$ cat src/rtl/cpu_pkg.sv
`default_nettype none
// ============================================================================
// cpu_pkg : shared register-file widths and the writeback entry type.
// Revision: 1.0
// ============================================================================
package cpu_pkg;

    localparam int              REG_ADDR_W = 5;
    localparam int              XLEN       = 32;
    localparam logic [4:0]      REG_ZERO   = 5'd0;

    typedef struct packed {
        logic [REG_ADDR_W-1:0] addr;
        logic [XLEN-1:0]       data;
    } wb_entry_t;

endpackage
`default_nettype wire

$ cat src/rtl/wb_fifo.sv
`default_nettype none
// ============================================================================
// wb_fifo : load-writeback buffer; exposes per-entry valid/address for hazards.
// Revision: 1.0
// ============================================================================
module wb_fifo
    import cpu_pkg::*;
#(
    parameter int DEPTH = 4
) (
    input  logic                                 clk,
    input  logic                                 rst_n,
    input  logic                                 i_push,
    input  wb_entry_t                            i_wdata,
    input  logic                                 i_pop,
    output wb_entry_t                            o_rdata,
    output logic                                 o_full,
    output logic                                 o_empty,
    output logic [DEPTH-1:0]                     o_valid,
    output logic [DEPTH-1:0][REG_ADDR_W-1:0]     o_addr
);

    localparam int               PTR_W  = (DEPTH > 1) ? $clog2(DEPTH) : 1;
    localparam logic [PTR_W:0]   C_FULL = (PTR_W+1)'(DEPTH);
    localparam logic [PTR_W:0]   C_ONE  = (PTR_W+1)'(1);
    localparam logic [PTR_W-1:0] C_STEP = PTR_W'(1);

    wb_entry_t          r_mem [DEPTH];
    logic [PTR_W-1:0]   r_wr_ptr;
    logic [PTR_W-1:0]   r_rd_ptr;
    logic [PTR_W:0]     r_count;
    logic [DEPTH-1:0]   r_valid;
    logic               w_push;
    logic               w_pop;

    assign o_full  = (r_count == C_FULL);
    assign o_empty = (r_count == '0);
    assign w_push  = i_push && !o_full;
    assign w_pop   = i_pop && !o_empty;
    assign o_rdata = r_mem[r_rd_ptr];
    assign o_valid = r_valid;

    always_ff @(posedge clk or negedge rst_n) begin
        if (!rst_n) begin
            r_wr_ptr <= '0;
            r_rd_ptr <= '0;
            r_count  <= '0;
            r_valid  <= '0;
        end else begin
            if (w_push) begin
                r_wr_ptr          <= r_wr_ptr + C_STEP;
                r_valid[r_wr_ptr] <= 1'b1;
            end
            // A push into a non-full FIFO never targets the slot being popped.
            if (w_pop) begin
                r_rd_ptr          <= r_rd_ptr + C_STEP;
                r_valid[r_rd_ptr] <= 1'b0;
            end
            if (w_push && !w_pop) begin
                r_count <= r_count + C_ONE;
            end else if (w_pop && !w_push) begin
                r_count <= r_count - C_ONE;
            end
        end
    end

    always_ff @(posedge clk) begin
        if (w_push) begin
            r_mem[r_wr_ptr] <= i_wdata;
        end
    end

    generate
        for (genvar gi = 0; gi < DEPTH; gi++) begin : g_addr
            assign o_addr[gi] = r_mem[gi].addr;
        end
    endgenerate

endmodule
`default_nettype wire

$ cat src/rtl/reg_wb_arbiter.sv
`default_nettype none
// ============================================================================
// reg_wb_arbiter : shares the register-file write port between ALU writeback
// and buffered load responses. Optional macro REG_WB_BYPASS_EN lets a load skip
// the empty FIFO when the ALU is idle.
// Revision: 1.0
// ============================================================================
module reg_wb_arbiter
    import cpu_pkg::*;
#(
    parameter int FIFO_DEPTH   = 4,
    parameter int STARVE_LIMIT = 8
) (
    input  logic                  CLK,
    input  logic                  RST,
    input  logic                  STALL,
    input  logic                  FLUSH,
    input  logic                  ALU_VALID,
    input  logic [REG_ADDR_W-1:0] ALU_ADDR,
    input  logic [XLEN-1:0]       ALU_DATA,
    input  logic                  LSU_VALID,
    output logic                  LSU_READY,
    input  logic [REG_ADDR_W-1:0] LSU_ADDR,
    input  logic [XLEN-1:0]       LSU_DATA,
    input  logic [REG_ADDR_W-1:0] RDADDR_1,
    input  logic [REG_ADDR_W-1:0] RDADDR_2,
    output logic                  HAZARD_1,
    output logic                  HAZARD_2,
    output logic                  WB_STALL,
    output logic                  WRVALID,
    output logic [REG_ADDR_W-1:0] WRADDR,
    output logic [XLEN-1:0]       WRDATA
);

    localparam int               CNT_W = $clog2(STARVE_LIMIT + 1);
    localparam logic [CNT_W-1:0] C_MAX = CNT_W'(STARVE_LIMIT);
    localparam logic [CNT_W-1:0] C_INC = CNT_W'(1);

    logic                                  r_wrvalid;
    logic [REG_ADDR_W-1:0]                 r_wraddr;
    logic [XLEN-1:0]                       r_wrdata;
    logic [CNT_W-1:0]                      r_cnt;
    logic                                  r_wb_stall;
    logic [CNT_W-1:0]                      w_cnt_next;
    logic                                  w_alu_win;
    logic                                  w_lsu_take;
    logic                                  w_bypass;
    logic                                  w_fifo_push;
    logic                                  w_pop;
    logic                                  w_full;
    logic                                  w_empty;
    wb_entry_t                             w_head;
    wb_entry_t                             w_lsu_entry;
    logic [FIFO_DEPTH-1:0]                 w_fvalid;
    logic [FIFO_DEPTH-1:0][REG_ADDR_W-1:0] w_faddr;
    logic                                  w_hit_1;
    logic                                  w_hit_2;

    assign w_alu_win   = ALU_VALID && !FLUSH && (ALU_ADDR != REG_ZERO);
    assign w_lsu_take  = LSU_VALID && LSU_READY && (LSU_ADDR != REG_ZERO);
    assign w_pop       = !STALL && !w_alu_win && !w_empty;
`ifdef REG_WB_BYPASS_EN
    assign w_bypass    = !STALL && !w_alu_win && w_empty && w_lsu_take;
`else
    assign w_bypass    = 1'b0;
`endif
    assign w_fifo_push = w_lsu_take && !w_bypass;
    assign w_lsu_entry = '{addr: LSU_ADDR, data: LSU_DATA};
    assign LSU_READY   = !w_full;

    wb_fifo #(
        .DEPTH   (FIFO_DEPTH)
    ) u_fifo (
        .clk     (CLK),
        .rst_n   (RST),
        .i_push  (w_fifo_push),
        .i_wdata (w_lsu_entry),
        .i_pop   (w_pop),
        .o_rdata (w_head),
        .o_full  (w_full),
        .o_empty (w_empty),
        .o_valid (w_fvalid),
        .o_addr  (w_faddr)
    );

    always_ff @(posedge CLK or negedge RST) begin
        if (!RST) begin
            r_wrvalid <= 1'b0;
            r_wraddr  <= '0;
            r_wrdata  <= '0;
        end else if (!STALL) begin
            if (w_alu_win) begin
                r_wrvalid <= 1'b1;
                r_wraddr  <= ALU_ADDR;
                r_wrdata  <= ALU_DATA;
            end else if (w_pop) begin
                r_wrvalid <= 1'b1;
                r_wraddr  <= w_head.addr;
                r_wrdata  <= w_head.data;
            end else if (w_bypass) begin
                r_wrvalid <= 1'b1;
                r_wraddr  <= LSU_ADDR;
                r_wrdata  <= LSU_DATA;
            end else begin
                r_wrvalid <= 1'b0;
            end
        end
    end

    // Counts cycles the buffered head loses to the ALU; saturates at the limit.
    always_comb begin
        w_cnt_next = r_cnt;
        if (w_empty || w_pop) begin
            w_cnt_next = '0;
        end else if (!STALL && w_alu_win && (r_cnt != C_MAX)) begin
            w_cnt_next = r_cnt + C_INC;
        end
    end

    always_ff @(posedge CLK or negedge RST) begin
        if (!RST) begin
            r_cnt      <= '0;
            r_wb_stall <= 1'b0;
        end else begin
            r_cnt      <= w_cnt_next;
            r_wb_stall <= (w_cnt_next == C_MAX);
        end
    end

    always_comb begin
        w_hit_1 = 1'b0;
        w_hit_2 = 1'b0;
        for (int i = 0; i < FIFO_DEPTH; i++) begin
            if (w_fvalid[i] && (w_faddr[i] == RDADDR_1)) w_hit_1 = 1'b1;
            if (w_fvalid[i] && (w_faddr[i] == RDADDR_2)) w_hit_2 = 1'b1;
        end
        if (w_fifo_push && (LSU_ADDR == RDADDR_1)) w_hit_1 = 1'b1;
        if (w_fifo_push && (LSU_ADDR == RDADDR_2)) w_hit_2 = 1'b1;
        if (r_wrvalid && (r_wraddr == RDADDR_1))   w_hit_1 = 1'b1;
        if (r_wrvalid && (r_wraddr == RDADDR_2))   w_hit_2 = 1'b1;
    end

    assign HAZARD_1 = (RDADDR_1 != REG_ZERO) && w_hit_1;
    assign HAZARD_2 = (RDADDR_2 != REG_ZERO) && w_hit_2;
    assign WB_STALL = r_wb_stall;
    assign WRVALID  = r_wrvalid;
    assign WRADDR   = r_wraddr;
    assign WRDATA   = r_wrdata;

endmodule
`default_nettype wire

$ cat config.mk
export PLATFORM = sky130hd
export DESIGN_NAME = reg_wb_arbiter
export DESIGN_NICKNAME = d
export VERILOG_FILES = /design/src/rtl/cpu_pkg.sv /design/src/rtl/wb_fifo.sv /design/src/rtl/reg_wb_arbiter.sv
export SDC_FILE = /design/constraint.sdc
export NUM_CORES = 1
export LEC_CHECK = 0
export CAP_MARGIN = 0
export CORE_AREA = 5 5 141 170
export DETAILED_ROUTE_END_ITERATION = 10
export DIE_AREA = 0 0 146 175
export SLEW_MARGIN = 10
export SYNTH_ARGS = -nofsm -noshare
export SYNTH_HDL_FRONTEND = slang
export SYNTH_SLANG_ARGS = --single-unit
$ cat constraint.sdc
create_clock -name CLK -period 7.2 [get_ports CLK]
set_input_delay 1.44 -clock CLK [delete_from_list [all_inputs] [get_ports CLK]]
set_output_delay 1.44 -clock CLK [all_outputs]
set_load 0.005 [all_outputs]
* After elaboration in Yosys (flattened, before gate mapping)
Memory sizes are Yosys's and may differ from the RTL's. Cells that the tools add are included.
Cells by class: add/subtract/negate cells 5, magnitude comparators 4, equality and inequality tests 15, multiplexer cells 30, bitwise operators 4, reduce and logical (&&, ||, !) cells 44
Operators with widths (count):
- two-way mux 32 bit | 2
- equality test 5 bit | 12
- logical AND 1 bit | 28
- nonzero test 5 bit | 4
- two-way mux 1 bit | 18
- two-way mux 4 bit | 4
- two-way mux 5 bit | 2
- logical NOT 1 bit | 7
- < comparator 2 x 3 -> 1 bit, second input constant | 2
- two-way mux 3 bit | 2
- adder 2 x 1 -> 2 bit, second input constant | 2
- adder 4 x 1 -> 4 bit, second input constant | 1
- AND 4 bit | 1
- demux 1 bit (select 2 bit) | 2
- equality test 4 bit, second input constant | 1
- greater-or-equal comparator 2 x 1 -> 1 bit, second input constant | 2
- inequality test 4 bit, second input constant | 1
- inverter 4 bit | 1
- bitwise OR 4 bit | 1
- nonzero test 2 bit | 2
- adder 3 x 1 -> 3 bit, second input constant | 1
- equality test 3 bit, second input constant | 1
- logical NOT 3 bit | 1
- subtractor 3 x 1 -> 3 bit, second input constant | 1
- other kinds (3) | 3
Word-level totals: register bits after elaboration 54, RAM bits 148, input bits 90, output and inout bits 42, logic and storage cells 112, memories kept 1
Memory list:
- u_fifo.r_mem | depth 4, width 37, read ports 5, clocked after memory_dff 0, write ports 1, line wb_fifo.sv:28 | wb_entry_t r_mem [DEPTH];

* Longest topological paths before layout
Gate-level depths: netlist of run 1.
word-level depth 10, gate-level depth with buffers 11

* Modules after synthesis
A second synthesis of run 1 with hierarchy kept.
Second synthesis, totals: cell total of the unflattened synthesis 610, area, all modules 8931.1 um2
By module, submodules not included:
- wb_fifo | instances 1, cells an instance 266, area an instance 6119.6 um2, seq. area each 4719.5 um2
- reg_wb_arbiter | instances 1, cells an instance 344, area an instance 2811.4 um2, seq. area each 1076.0 um2

* Worst setup path before layout of run 1
OpenSTA, ideal clock, no wires.
path type input -> output, start point input port LSU_ADDR[1], end point output port HAZARD_1, arrival time 2.629 ns, data required time 5.760 ns, path slack 3.131 ns, stages on the path 5, path buffers 1, path through or4_1 -> o211a_1 -> clkbuf_1 -> a211oi_1 -> a21oi_1
On the way: longest elaborated chain between the ends 6, elaborated cells between the ends (all ways) 7, classes of those cells eq/ne (1); mux (2); reduce/logical (4)
RTL lines:
- start, declared | line reg_wb_arbiter.sv:23 | input logic [REG_ADDR_W-1:0] LSU_ADDR,
- nonzero test 5 bit | line reg_wb_arbiter.sv:60 | assign w_lsu_take = LSU_VALID && LSU_READY && (LSU_ADDR != REG_ZERO);
- logical AND 1 bit | line reg_wb_arbiter.sv:60
- logical AND 1 bit (*) | line reg_wb_arbiter.sv:137 | if (w_fifo_push && (LSU_ADDR == RDADDR_1)) w_hit_1 = 1'b1;
- two-way mux 1 bit (*) | line reg_wb_arbiter.sv:137
- two-way mux 1 bit (*) | line reg_wb_arbiter.sv:139 | if (r_wrvalid && (r_wraddr == RDADDR_1)) w_hit_1 = 1'b1;
- logical AND 1 bit (*) | line reg_wb_arbiter.sv:143 | assign HAZARD_1 = (RDADDR_1 != REG_ZERO) && w_hit_1;
- end, declared | line reg_wb_arbiter.sv:27 | output logic HAZARD_1,
Every way passes the cells marked *; elsewhere a longest branch is shown, timed or not.

* Final worst setup path of run 1
start point input port LSU_ADDR[2], end point output port HAZARD_1
Same word-level chain as after synthesis.

==> results of run 1 <==
## synthesized netlist by cell type, drive strengths merged
cell type / count
ha: 11
a211oi: 2
nor3b: 1
nor3: 3
or4: 4
nand4: 4
nor2b: 2
o211a: 1
and3: 4
buf: 12
mux2: 2
dfrtp: 54
a2111oi: 1
nor4: 7
and2: 4
xnor2: 38
nand2: 14
xor2: 30
or3: 1
a21oi: 37
a2bb2oi: 4
o21ai: 2
a31oi: 5
nand3b: 2
fa: 1
inv: 10
clkbuf: 19
o22ai: 2
mux2i: 34
nor2: 46
mux4: 37
edfxtp: 148
nand3: 3
a21o: 1
nand2b: 1
a22oi: 1
## cell families after synthesis
family / count (synthesis) / share of synthesized area (%)
AO/OA/AOI/OAI: 56 / 3.90
XOR/XNOR: 68 / 6.83
adder cells (fa/ha/maj): 12 / 1.81
buffers and inverters: 41 / 1.99
flip-flops: 202 / 66.5
multiplexers: 73 / 13.7
AND/OR/NAND/NOR: 96 / 5.28
## per-stage QoR
stage | area, um^2 | hold WS (ns) | total power [uW]
5_1_grt | 11000 | 0.529 | 4320
2_1_floorplan | 8720 | 0.464 | 2460
3_5_place_dp | 10300 | 0.493 | 3030
3_3_place_gp | 10300 | 0.484 | 3000
6_report | 11000 | 0.507 | 4080
4_1_cts | 11000 | 0.504 | 4150
## final timing paths
check	startpoint	end	slack [ns]
min in group asynchronous	RST	WB_STALL	1.10
max	LSU_ADDR[2]	HAZARD_1	2.01
min	u_fifo.r_count[2]	u_fifo.r_count[2]	0.51
max reg2reg	u_fifo.r_count[0]	u_fifo.r_count[2]	4.64
max in group asynchronous	RST	u_fifo.r_rd_ptr[1]	5.55
min reg2reg	u_fifo.r_count[2]	u_fifo.r_count[2]	0.51
## layout make-up
class	count	area, um^2
clock buffer	36	664
clock inverter	4	45.0
fill	1873	11100
inverter	10	37.5
multi-input combinational	305	2770
sequential	202	5800
tap	279	349
timing repair buffer	140	1370
## metal layers
metal	part of all wire, %	vias up	wire, um	track usage, %
li1	-	2324	-	-
met1	39	2553	8230	19.7
met2	54	122	11400	30.1
met3	4.2	36	878	2.83
met4	2.5	0	530	5.33
met5	0	-	0	0
## power breakdown
group	switching, uW	total [uW]	internal (uW)
clock network	435	1100	664
logic	580	1230	655
registers	173	1750	1570
## worst max-delay path, stage by stage
cell and delay, ns:
clkdlybuf4s50_1 0.56, or4_1 0.55, o211a_1 0.35, a211oi_1 0.28, a21oi_1 0.10, clkdlybuf4s50_1 0.46
## flip-flops by register name (all words and copies together) (netlist names)
| signal | count |
|---|---|
| u_fifo.r_wr_ptr | 2 |
| u_fifo.r_count | 3 |
| r_cnt | 4 |
| WRADDR | 5 |
| u_fifo.o_valid | 4 |
| WRVALID | 1 |
| u_fifo.r_mem | 148 |
| WB_STALL | 1 |
| u_fifo.r_rd_ptr | 2 |
| WRDATA | 32 |
==> results.json, run 1 <==
{
  "synth_nets": 650,
  "clock_skew_ns": 0.0137,
  "power_density_nw_per_um2": 370,
  "final_cell_mix": "edfxtp_1, clkdlybuf4s50_1, dfrtp_1",
  "setup_viol": 0,
  "synth_area_um2": 8720,
  "grt_pass1_wl_mm": 32.8,
  "routed_via_density": 5.16,
  "clk_latency_ns": 0.50,
  "wl_mm": 21.0,
  "portBuffers": 131,
  "yosysWarnings": 0,
  "final_layout_size_suffix_gt1_share_pct": 12.9,
  "avgRoutedWirePerCell_um": 21.5,
  "crit_fanout": 10,
  "fin_ws_ns": 2.01,
  "first_pass_iters": 6,
  "num_io_pins": 132,
  "max_cap_viol_count": 0,
  "grt_usage_pct": 16.4,
  "num_vias": 5035,
  "cts_sinks": 202,
  "clock_path_buffers": 3,
  "synth_cell_types": 40,
  "area_growth_pct": 26.5,
  "holdBufCountCts": 0,
  "ys_seq_area_share_pct": 66.5,
  "grt_overflow": 0,
  "ir_drop_mv": 0.218,
  "end_kind": "output pin",
  "drtIter0Drc": 212,
  "worstRegToRegCells": 9,
  "synth_top_cell_area_share_pct": 51.0,
  "grt_pass1_vias": 5596,
  "path_class": "in -> out",
  "final_common_cell": "edfxtp_1",
  "min_path_cells": 1,
  "final_cells": 976,
  "cts_tree": "done",
  "place_ws_ns": 2.02,
  "synth_top_cell_by_area": "edfxtp_1",
  "timing.final.crit_share_pct": 72.1,
  "antenna_found_initial": 0,
  "setup_tns_ns": 0,
  "cts_made_buffers": 22,
  "worstMarginPinSlew_ns": 0.778,
  "cts.clk_slew.worst_paths_ns": 0.06,
  "root_buffer": "clkbuf_16",
  "fp.dieH_um": 175,
  "drc_errors": 0,
  "max-slew-margin-rel_pct": 48.1,
  "synthCells": 548,
  "startpoint_type": "primary input",
  "post-route-min-period_ns": 5.19,
  "hold_violations": 0,
  "p_leak_uw": 0.00401,
  "status": "finished, final reports clean",
  "cts_setup_buffers": 0,
  "dp.cells": 936,
  "final_nets": 783,
  "start_util_pct": 39.4,
  "rows": 60,
  "grt_max_degree": 75,
  "post_cts_resized": 0,
  "synth-seq-cells": 202,
  "yosys-top-cells-area": "edfxtp_1, dfrtp_1, mux4_2",
  "worst_ep_arrival_time_ns": 3.75,
  "fin_util_pct": 49.8,
  "fmax_mhz": 193,
  "die-area_um2": 25600,
  "dp_hpwl_mm": 13.7,
  "place.gp.congestion": 0.878,
  "cp.required_ns": 5.76,
  "core_um2": 22100,
  "avgSynthCellArea_um2": 15.9,
  "chipWidth_um": 146,
  "rsz0062_at_grt": "no",
  "diodes": 0,
  "hp-class": "reg -> reg",
  "slew_viol_final": 0,
  "htree_levels": 1,
  "ant_nets": 0
}
Note: power is estimated with default switching activity, not from simulation.
==> run 2, diff against run 1 <==
clock period = 5.39 ns   (was 7.2 ns; I/O delays follow)
==> run 2 against run 1 <==
  * Sequential share of layout area fell by 0.24 points
  * Highest routed layer is now met5
  * Final area rose by 0.45%
  * First-iteration DRC count rose by 21%
  * Largest cell class unchanged
  * Utilization rose by 0.23 points
  * Combinational power rose by 26%
  * Sequential cell count did not move
  * Critical endpoint unchanged
  * Final cell count rose by 0.10%
  * Critical path depth did not move
==> results.json, run 2 (synthesized netlist as in run 1, its figures left out) <==
{
  "status": "finished, final reports clean",
  "cts_sinks": 202,
  "first_pass_iters": 4,
  "diodes": 0,
  "clock_skew_ns": 0.0125,
  "wl_mm": 21.0,
  "hold_violations": 0,
  "crit_fanout": 10,
  "cp.required_ns": 4.31,
  "start_util_pct": 39.4,
  "core_um2": 22100,
  "post-route-min-period_ns": 4.48,
  "cts_tree": "done",
  "end_kind": "output pin",
  "holdBufCountCts": 0,
  "final_cells": 977,
  "ff2ff_setup_slack_ns": 2.79,
  "area_growth_pct": 27.1,
  "worst_ep_arrival_time_ns": 3.40,
  "clock_path_buffers": 3,
  "cts_made_buffers": 23,
  "grt_max_degree": 55,
  "final_common_cell": "edfxtp_1",
  "final_layout_size_suffix_gt1_share_pct": 13.8,
  "die-area_um2": 25600,
  "final_area_um2": 11100,
  "grt_usage_pct": 16.3,
  "fp.dieH_um": 175,
  "post_cts_resized": 0,
  "largest_register_ffs": 148,
  "grt_pass1_vias": 5547,
  "path_cells": "clkdlybuf4s50_1 -> or4_1 -> o211a_1 -> a211oi_1 -> a21oi_1 -> clkdlybuf4s50_1",
  "max_cap_viol_count": 0,
  "antenna_found_initial": 1,
  "p_total_uw": 5520,
  "drtIter0Drc": 257,
  "num_io_pins": 132,
  "avgRoutedWirePerCell_um": 21.5,
  "reg2reg_from": "u_fifo.r_count[0]",
  "rows": 60,
  "startpoint_type": "primary input",
  "rsz0062_at_grt": "no",
  "final_nets": 783,
  "grt_overflow": 0,
  "setup_viol": 0,
  "hp-start": "u_fifo.r_count[2]",
  "grt_pass1_wl_mm": 32.4,
  "chipWidth_um": 146,
  "worstMarginPinSlew_ns": 1.10,
  "clk_latency_ns": 0.50,
  "p_leak_uw": 0.00403,
  "num_vias": 5072,
  "dp_hpwl_mm": 14.1,
  "cts.clk_slew.worst_paths_ns": 0.06,
  "timing.final.crit_share_pct": 83.2,
  "fin_util_pct": 50.1,
  "final_cell_mix": "edfxtp_1, clkdlybuf4s50_1, dfrtp_1",
  "cp_slowest_cell": "or4_1",
  "worstRegToRegCells": 9,
  "place.gp.congestion": 0.883,
  "max-slew-margin-rel_pct": 26.9,
  "ant_nets": 0,
  "routed_via_density": 5.19,
  "place_area_um2": 10300,
  "holdPathEnd": "u_fifo.r_count[2]",
  "min_path_cells": 1,
  "slew_viol_final": 0,
  "cpPeakStageDelay_ns": 0.57,
  "top_register": "u_fifo.r_mem",
  "rr_endpoint": "u_fifo.r_count[2]",
  "drc_errors": 0,
  "cts_setup_buffers": 0,
  "ir_drop_mv": 0.220,
  "htree_levels": 1,
  "path_class": "in -> out",
  "hp-class": "reg -> reg",
  "root_buffer": "clkbuf_16",
  "dp.cells": 935,
  "portBuffers": 131,
  "fmax_mhz": 223,
  "power_density_nw_per_um2": 498,
  "cpMostUsedCell": "clkdlybuf4s50_1",
  "setup_tns_ns": 0
}
## run 2: metrics by stage
step | setup WS [ns] | hold slack [ns]
final | 0.907 | 0.495
after global routing | 0.794 | 0.530
after CTS | 0.862 | 0.499
after detailed placement | 0.873 | 0.487
after global placement | 0.946 | 0.483
after floorplan | 2.04 | 0.464
## run 2: power breakdown
| group | switching [uW] | internal [uW] |
|---|---|---|
| logic | 671 | 875 |
| clock network | 604 | 940 |
| registers | 335 | 2100 |
## run 2: metal layers
| layer | routed length, um | vias to the layer above | GRT usage [%] | share of wire, % |
|---|---|---|---|---|
| met3 | 998 | 47 | 2.96 | 4.7 |
| met2 | 11000 | 136 | 29.2 | 52 |
| met1 | 8390 | 2562 | 19.7 | 40 |
| met5 | 13 | - | 0 | 0.062 |
| li1 | - | 2325 | - | - |
| met4 | 660 | 2 | 6.04 | 3.1 |
## run 2: how the worst max path moves through the flow
stage | startpoint | to | slack, ns
floorplan | LSU_ADDR[1] | HAZARD_1 | 2.04
global placement | LSU_ADDR[2] | HAZARD_1 | 0.95
detailed placement | LSU_ADDR[1] | HAZARD_1 | 0.87
CTS | LSU_ADDR[1] | HAZARD_1 | 0.86
global route | LSU_ADDR[1] | HAZARD_1 | 0.79
finish | LSU_ADDR[1] | HAZARD_1 | 0.91
## run 2: critical path, delay by kind of cell
| kind | cells | cell delay (ns) |
|---|---|---|
| AND/OR/NAND/NOR | 1 | 0.57 |
| buffers and inverters | 2 | 1.02 |
| AO/OA/AOI/OAI | 3 | 0.74 |
## run 2: layout make-up
type | instances | area (um^2)
clock buffers | 30 | 642
clock inverters | 12 | 125
fillers | 1841 | 11100
inverters | 10 | 37.5
multi-input cells | 305 | 2770
flip-flops and latches | 202 | 5800
well taps | 279 | 349
repair buffers | 139 | 1370
==> run 3, diff against run 2 <==
clock period = 3.65 ns   (was 5.39 ns; I/O delays follow)
==> run 3 against run 2 <==
  * Global-route usage fell by 0.50 points
  * Worst setup slack got worse by 0.86 ns
  * Largest power group unchanged
  * Register-to-register slack got worse by 1.5 ns
  * Wire length fell by 3.3%
  * Critical path type unchanged
  * Total power rose by 48%
  * Utilization rose by 0.31 points
==> results.json, run 3 (synthesized netlist as in run 1, its figures left out) <==
{
  "antenna_found_initial": 0,
  "power_frac_comb_pct": 28.2,
  "routed_via_density": 5.09,
  "path_class": "in -> out",
  "grt_usage_pct": 15.8,
  "fin_util_pct": 50.4,
  "largest_register_ffs": 148,
  "netSwitchingFraction_pct": 28.3,
  "cts_made_buffers": 21,
  "final_area_um2": 11200,
  "ff_latch_area_um2": 5800,
  "portBuffers": 131,
  "p_leak_uw": 0.00410,
  "final_nets": 789,
  "root_buffer": "clkbuf_16",
  "cp.required_ns": 2.92,
  "cts_setup_buffers": 0,
  "max-slew-margin-rel_pct": 23.7,
  "grt_pass1_wl_mm": 31.8,
  "rows": 60,
  "hold_violations": 0,
  "setup_tns_ns": 0,
  "first_pass_iters": 4,
  "ir_drop_mv": 0.455,
  "ant_nets": 0,
  "max_cap_viol_count": 0,
  "grt_max_degree": 43,
  "start_util_pct": 39.4,
  "crit_fanout": 7,
  "cts_sinks": 202,
  "fillers": 1865,
  "p_int_uw": 5870,
  "wl_mm": 20.3,
  "final_common_cell": "edfxtp_1",
  "clk_latency_ns": 0.49,
  "avgRoutedWirePerCell_um": 20.7,
  "rsz0062_at_grt": "no",
  "top_register": "u_fifo.r_mem",
  "die-area_um2": 25600,
  "worstRegToRegCells": 5,
  "setup_viol": 0,
  "pwr-share-clk_pct": 28.2,
  "status": "finished, final reports clean",
  "chipWidth_um": 146,
  "area_growth_pct": 27.9,
  "seq_power_share_pct": 43.7,
  "whs_ns": 0.316,
  "num_io_pins": 132,
  "drtIter0Drc": 269,
  "worst_ep_arrival_time_ns": 2.87,
  "diodes": 0,
  "clock_path_buffers": 3,
  "cts.clk_slew.worst_paths_ns": 0.06,
  "p_switching_uw": 2320,
  "timing.final.crit_share_pct": 98.6,
  "cts_tree": "done",
  "place.gp.congestion": 0.869,
  "post-route-min-period_ns": 3.60,
  "startpoint_type": "primary input",
  "hp-class": "in -> async",
  "worstMarginPinSlew_ns": 1.14,
  "multi_input_area_um2": 2770,
  "num_vias": 4989,
  "htree_levels": 1,
  "slew_viol_final": 0,
  "end_kind": "output pin",
  "final_layout_size_suffix_gt1_share_pct": 14.3,
  "grt_pass1_vias": 5479,
  "fp.dieH_um": 175,
  "place_area_um2": 10400,
  "final_cell_mix": "edfxtp_1, clkdlybuf4s50_1, dfrtp_1",
  "grt_overflow": 0,
  "drc_errors": 0,
  "power_density_nw_per_um2": 734,
  "fmax_mhz": 278,
  "dp_hpwl_mm": 13.7,
  "clock_skew_ns": 0.0153,
  "core_um2": 22100
}
[run 3: changes by cell type in the layout (fill, tap and decap cells not counted), sizes merged]
cell / before / now
buf: 9 / 17
clkbuf: 30 / 23
bufinv: 2 / 5
clkdlybuf4s50: 130 / 127
dlymetal6s2s: 0 / 3
inv: 13 / 12
[run 3: layout make-up]
class,instances,area share (%)
Inverter,10,0.337
Tap cell,279,3.13
Clock buffer,23,4.97
Multi-Input combinational cell,305,24.8
Timing Repair Buffer,147,13.0
Clock inverter,14,1.81
Sequential cell,202,52.0
[run 3: per-layer routing]
layer  GRT usage [%]  share of wire, %
met3            2.26               3.3
met5               0                 0
met4            4.75               2.6
met1            18.8                40
met2            29.7                54
[run 3: worst max-delay path, stage by stage]
cell,delay [ns]
clkdlybuf4s50_1,0.70
xnor2_1,0.16
nand4_1,0.20
o22ai_1,0.27
a31oi_1,0.09
a21oi_1,0.18
clkdlybuf4s50_1,0.53
[run 3: power groups by stage]
stage                     Sequential [uW]  Combinational [uW]  Clock (uW)
after detailed placement             3640                2370           0
after global placement               3620                2340           0
after CTS                            3600                2380        2370
after floorplan                      3400                1450           0
final                                3580                2310        2310
after global routing                 3660                2530        2470
[run 3: worst paths after layout]
check | end | slack, ns | startpoint
worst max-delay path | HAZARD_2 | 0.05 | RDADDR_2[2]
worst min-delay path | WB_STALL | 0.32 | RST
worst max register to register | u_fifo.r_mem[3][1] | 1.27 | u_fifo.r_count[0]
worst min register to register | u_fifo.r_count[2] | 0.51 | u_fifo.r_count[2]
max in group asynchronous | u_fifo.r_rd_ptr[0] | 2.45 | RST
min in group CLK | u_fifo.r_count[2] | 0.51 | u_fifo.r_count[2]
[run 3: per-stage QoR]
| step | power, uW | instances | setup WS (ns) |
|---|---|---|---|
| 4_1_cts | 8350 | 980 | 0.0276 |
| 3_3_place_gp | 5950 | 943 | 0.0339 |
| 3_5_place_dp | 6010 | 943 | 0.0325 |
| 6_report | 8190 | 980 | 0.0514 |
| 5_1_grt | 8660 | 980 | 0.0103 |
| 2_1_floorplan | 4850 | 548 | 0.688 |
[run 3: timing repair]
item | 4_1_cts | 5_1_grt
hold buffers | 0 | 0
hold endpoints to repair | 0 | 0
endpoints found under the setup margin | 0 | 2
resized for setup | 0 | 3
